==> src/rtl/mac_ram_unit.sv <==
// mac_ram_unit: 2-stage unsigned multiply-accumulate datapath sharing a clock
// with an independent dual-port read-first RAM. The two halves never talk to
// each other; an external controller moves operands and results between them.
module mac_ram_unit #(
    parameter int DATA_W = 16,
    parameter int ADDR_W = 5,
    parameter int ACC_W  = 32
) (
    input  logic              clk,
    input  logic              reset,
    input  logic              we_a,
    input  logic [ADDR_W-1:0] addr_a,
    input  logic [DATA_W-1:0] data_in_a,
    output logic [DATA_W-1:0] data_out_a,
    input  logic              we_b,
    input  logic [ADDR_W-1:0] addr_b,
    input  logic [DATA_W-1:0] data_in_b,
    output logic [DATA_W-1:0] data_out_b,
    input  logic [DATA_W-1:0] a,
    input  logic [DATA_W-1:0] b,
    input  logic              valid_in,
    output logic [ACC_W-1:0]  result,
    output logic              valid_out
);

    localparam int DEPTH  = 1 << ADDR_W;
    localparam int PROD_W = 2 * DATA_W;

    // Accumulator add; wraps modulo 2^ACC_W with no saturation or flag.
    function automatic logic unsigned [ACC_W-1:0] acc_wrap_add(
        input logic unsigned [ACC_W-1:0]  acc,
        input logic unsigned [PROD_W-1:0] prod
    );
        return acc + ACC_W'(prod);
    endfunction

    logic [DATA_W-1:0] mem_q [DEPTH];

    logic [DATA_W-1:0] rd_a_d, rd_a_q;
    logic [DATA_W-1:0] rd_b_d, rd_b_q;

    logic unsigned [PROD_W-1:0] prod_p1_d, prod_p1_q;
    logic                       vld_p1_d, vld_p1_q;
    logic unsigned [ACC_W-1:0]  acc_p2_d, acc_p2_q;
    logic                       vld_p2_d, vld_p2_q;

    // Storage array: port B is written last so it wins a same-address collision.
    always_ff @(posedge clk) begin
        if (we_a) mem_q[addr_a] <= data_in_a;
        if (we_b) mem_q[addr_b] <= data_in_b;
    end

    // Read every cycle; sampling the array before the write lands gives read-first.
    always_comb begin
        rd_a_d = mem_q[addr_a];
        rd_b_d = mem_q[addr_b];
    end

    // Registered read data; only these clear on reset, the array keeps its contents.
    always_ff @(posedge clk or negedge reset) begin
        if (!reset) begin
            rd_a_q <= '0;
            rd_b_q <= '0;
        end else begin
            rd_a_q <= rd_a_d;
            rd_b_q <= rd_b_d;
        end
    end

    // Next-state for both MAC stages.
    always_comb begin
        // stage p1: full-width unsigned product
        prod_p1_d = prod_p1_q;
        if (valid_in) prod_p1_d = PROD_W'(a) * PROD_W'(b);
        vld_p1_d  = valid_in;
        // stage p2: accumulate, hold when nothing arrives
        acc_p2_d  = acc_p2_q;
        if (vld_p1_q) acc_p2_d = acc_wrap_add(acc_p2_q, prod_p1_q);
        vld_p2_d  = vld_p1_q;
    end

    // MAC pipeline registers; async reset drops any in-flight product at once.
    always_ff @(posedge clk or negedge reset) begin
        if (!reset) begin
            prod_p1_q <= '0;
            vld_p1_q  <= 1'b0;
            acc_p2_q  <= '0;
            vld_p2_q  <= 1'b0;
        end else begin
            prod_p1_q <= prod_p1_d;
            vld_p1_q  <= vld_p1_d;
            acc_p2_q  <= acc_p2_d;
            vld_p2_q  <= vld_p2_d;
        end
    end

    assign data_out_a = rd_a_q;
    assign data_out_b = rd_b_q;
    assign result     = acc_p2_q;
    assign valid_out  = vld_p2_q;

endmodule

==> config.mk <==
export PLATFORM = sky130hd
export DESIGN_NAME = mac_ram_unit
export DESIGN_NICKNAME = d
export VERILOG_FILES = /design/src/rtl/mac_ram_unit.sv
export SDC_FILE = /design/constraint.sdc
export NUM_CORES = 2
export LEC_CHECK = 0
export CAP_MARGIN = 20
export CORE_MARGIN = 2
export CORE_UTILIZATION = 40
export CTS_BUF_LIST = sky130_fd_sc_hd__clkbuf_8
export DETAILED_ROUTE_END_ITERATION = 8
export PLACE_DENSITY = 0.7
export SLEW_MARGIN = 20
export SYNTH_ARGS = -nofsm -noshare
export SYNTH_HDL_FRONTEND = slang
export SYNTH_SLANG_ARGS = --single-unit
export TNS_END_PERCENT = 5
==> constraint.sdc <==
create_clock -name clk -period 2.4 [get_ports clk]
set_input_delay 0.48 -clock clk [delete_from_list [all_inputs] [get_ports clk]]
set_output_delay 0.48 -clock clk [all_outputs]
set_load 0.01 [all_outputs]
Yosys cells after proc, flatten, opt, wreduce, memory -nomap -nowiden --
Memories as Yosys holds them, arrays and structs flattened. A register that Yosys moved wholly into a read port is not among the register bits. Index checks and enable logic that the tools add are counted.
Storage, ports and cells: bits in registers 66, RAM bits 512, input port bits 79, word-level logic and storage cells 13, memories kept 1
Memory list:
- mem_q | depth 32, bits a word 16, read ports 2, clocked after memory_dff 2, write ports 2, RTL line 37 | logic [DATA_W-1:0] mem_q [DEPTH];
Operators by class: $add $sub $neg 1, multipliers 1, mux-type cells 4, reductions and logical operators 2
Operators by type and width (number):
- adder 32 bit | 1
- multiplier 16 x 16 -> 32 bit | 1
- two-way mux 1 bit | 4
- zero test 1 bit | 2

Longest topological paths before layout --
depth in word-level cells 2, mapped depth 23, gate-level depth less buffers 22

Worst setup path before layout --
No wires, ideal clock.
path kind input port to flip-flop, start in a[14], end reg prod_p1_q[25], setup time 0.120 ns, arrival time 6.095 ns, data required time 2.280 ns, slack -3.815 ns, stages on the path 22, path buffers 1, path through clkbuf_1 > and2_1 > fa_1 > inv_1 > fa_1 > inv_1 > fa_1 > fa_1 > fa_1 > inv_1 > fa_1 > inv_1 > ha_1 > a21o_1 > a21o_1 > a21o_1 > or3_1 > a211o_1 > and3_4 > o21a_1 > or3_1 > a31o_1
On the way: cells in the longest elaborated chain, start to end 1
RTL lines:
- start: declaration | RTL line 19 | input logic [DATA_W-1:0] a,
- multiplier 16 x 16 -> 32 bit | RTL line 74 | if (valid_in) prod_p1_d = PROD_W'(a) * PROD_W'(b);
- end signal: assignment | RTL line 90 | prod_p1_q <= prod_p1_d;
- end: declaration | RTL line 42 | logic unsigned [PROD_W-1:0] prod_p1_d, prod_p1_q;
No other way between the ends. A chain may end at the register's enable or synchronous reset.

Worst setup path after layout --
start in a[10], end reg prod_p1_q[25]
Same word-level chain as after synthesis.

==> flow_summary.json <==
{
  "fin_cells": 5183,
  "p_sw_share_pct": 37.4,
  "synthFlopType": "edfxtp_1",
  "fin_crit_sh_pct": 237,
  "htreeDepth": 3,
  "grt_max_degree": 36,
  "crit_path_cell_trace": "buf_6 -> buf_8 -> buf_6 -> buf_6 -> nand2_4 -> fa_1 -> fa_1 -> inv_1 -> fa_1 -> fa_1 -> fa_1 -> inv_1 -> fa_1 -> inv_2 -> ha_4 -> a21o_1 -> a21o_1 -> a21o_1 -> or3_1 -> a211o_1 -> and3_4 -> o21a_1 -> or3_1 -> a31o_1",
  "finalHoldViolCount": 0,
  "drive_above_1_share_pct": 45.8,
  "ys_ff_latch": 610,
  "synthTopCellsByCount": "554 x mux2_2, 512 x edfxtp_1, 257 x inv_1",
  "pwr-share-seq_pct": 24.0,
  "design_area_um2": 53000,
  "grt_setup_unrepaired": "yes",
  "drc": 0,
  "p_int_mw": 34.1,
  "worst_slew_pin_slew_ns": 0.554,
  "path_class": "primary input to register",
  "place_area_um2": 50500,
  "boundaryPins": 144,
  "synth.net_count": 3573,
  "clk_latency_ns": 0.77,
  "dr.first_iter.drc_count": 3518,
  "max_clock_freq_ghz": 0.175,
  "synth-async-reset-ratio_pct": 16.1,
  "clockBufferDepth": 3,
  "grt_pass1_vias": 31800,
  "fill_cells": 9046,
  "required_ns": 3.00,
  "viasPerCell": 5.92,
  "whs_ns": 0.104,
  "worst_slack_ns": -3.30,
  "synthMostInstantiatedCell": "mux2_2",
  "setup_tns_ns": -72.49,
  "avgSynthCellArea_um2": 13.5,
  "slew_violations": 0,
  "clock_skew_ns": 0.0719,
  "violations": "negative setup slack",
  "synth_top_area_cell": "edfxtp_1",
  "p_leak_nw": 20.4,
  "switching_power_mw": 20.3,
  "critical_path.max_fanout": 6,
  "maxSlewHeadroom_pct": 63.1,
  "p_per_area_nw_per_um2": 1030,
  "outcome": "finished, violations left",
  "tritoncts": "yes",
  "arrival_ns": 6.30,
  "clk_pin_slew_worst_paths_ns": 0.06,
  "setup_violations": 45,
  "synth_top_area_share_pct": 36.0,
  "wl_per_cell_um": 25.8,
  "ys_seq_area_share_pct": 41.7,
  "synth_edf_count": 512,
  "initial_core_util_pct": 40.4,
  "syn2layout_area_growth_pct": 24.0,
  "drt-pass1-iter-count": 6,
  "gp_congestion": 0.922,
  "fp.dieH_um": 331,
  "nets": 4118,
  "dp_cells": 4968,
  "ys_types": 73,
  "pre_cts_ws_ns": -4.44,
  "numCtsBuffers": 98,
  "port_buffers": 143,
  "antenna_found_initial": 4,
  "end_kind": "register",
  "clock-sinks": 610,
  "grt_pass1_wl_mm": 199,
  "drv_cap": 0,
  "finalPower_mw": 54.4,
  "grt_usage_pct": 24.4,
  "vias": 30700,
  "final_core_util_pct": 50.2,
  "syn_area_um2": 42800,
  "layout_min_cycle_time_ns": 5.70,
  "ys_warn_count": 0,
  "syn_inst": 3164,
  "fp.dieW_um": 331,
  "fp.coreArea_um2": 106000,
  "crit_path_top_delay_cell": "fa_1",
  "grt_overflow": 0,
  "cpMostUsedCell": "fa_1",
  "drt-total-wl_mm": 134,
  "netlist_top_cells_area": "edfxtp_1 36%, mux2_2 15%, mux4_2 13%",
  "dieArea_um2": 110000,
  "cp_slowest_stage_delay_ns": 0.55,
  "dpl.hpwl_mm": 94.6,
  "ir_drop_mv": 1.85,
  "hold_path.class": "primary input to register",
  "pwr-share-comb_pct": 59.4,
  "clkPwrFrac_pct": 16.6,
  "num_rows": 119,
  "antenna_left": 0,
  "cts_root_buffer": "clkbuf_8",
  "worst_setup_path_start_kind": "primary input"
}
[worst max-delay path: cells and delay by family]
kind                       cells  cell delay [ns]
buffers and inverters          7             0.59
and+or+nand+nor                4             0.90
adders and majority gates      7             3.15
AOI/OAI and AO/OA              6             1.16
[flip-flops by register name, indices dropped and copies added (netlist names)]
name        cells
data_out_b     16
mem_q         512
data_out_a     16
vld_p1_q        1
result         32
valid_out       1
prod_p1_q      32
[power by group through the flow]
stage	combinational, mW	sequential (mW)	clock, mW
floorplan	18.4	13.2	0
global placement	29.6	13.2	0
detailed placement	30.0	13.3	0
CTS	31.5	13.0	9.10
global route	35.6	13.1	9.51
finish	32.3	13.0	9.01
[cells by family (layout without fill, tap and decap cells)]
group | Yosys count | in the layout | synth area share (%)
buffers and inverters | 528 | 1153 | 4.65
and+or+nand+nor | 496 | 496 | 5.96
muxes | 811 | 811 | 28.1
AOI/OAI and AO/OA | 347 | 347 | 5.66
other | 0 | 3 | 0
adders and majority gates | 330 | 330 | 13.1
DFF | 610 | 610 | 41.7
xor gates and xnor gates | 42 | 42 | 0.860
[placed cells by master, fill, tap and decap left out, types with 115 or more instances in the layout]
master    count
mux2_2      554
edfxtp_1    512
buf_4       468
inv_1       285
mux4_2      256
fa_1        181
nand2_1     164
a22oi_1     129
ha_1        117
and2_1      115
[area by class of cell]
type	count	area, µm²	area share [%]
diodes	3	7.51	0.0142
multi-input cells	2026	23800	44.9
well taps	1391	1740	3.28
clock buffers	107	1470	2.78
repair buffers	716	6780	12.8
clock inverters	73	425	0.802
inverters	257	965	1.82
flip-flops and latches	610	17800	33.6
[final timing paths]
kind / startpoint / end / slack, ns / cells after the start
worst max register to register: result[1]$_DFFE_PN0P_ / result[31]$_DFFE_PN0P_ / -0.30 / 10
worst max-delay path: a[10] / prod_p1_q[25]$_DFFE_PN0P_ / -3.30 / 24
min in group asynchronous: reset / data_out_b[6]$_DFF_PN0_ / 0.27 / 2
max in group asynchronous: reset / result[31]$_DFFE_PN0P_ / 1.47 / 3
worst min register to register: prod_p1_q[23]$_DFFE_PN0P_ / prod_p1_q[23]$_DFFE_PN0P_ / 0.51 / 1
worst min-delay path: valid_in / vld_p1_q$_DFF_PN0_ / 0.10 / 1
[metal layers]
metal	wire length, µm	up-vias	track usage, %
met5	0	-	0
met4	7070	0	11.2
met3	13000	406	4.65
met2	61800	1646	38.8
met1	51800	15700	32.6
li1	-	13000	-
[timing repair]
item                       4_1_cts  5_1_grt
hold endpoints to repair        23        0
pin swaps                       68       60
gates cloned                     6        0
setup endpoints to repair       46       48
gates resized for setup        177       60
setup buffers                   15       11
hold buffers                     1        0
No activity file was read; power rests on OpenSTA's default activity.
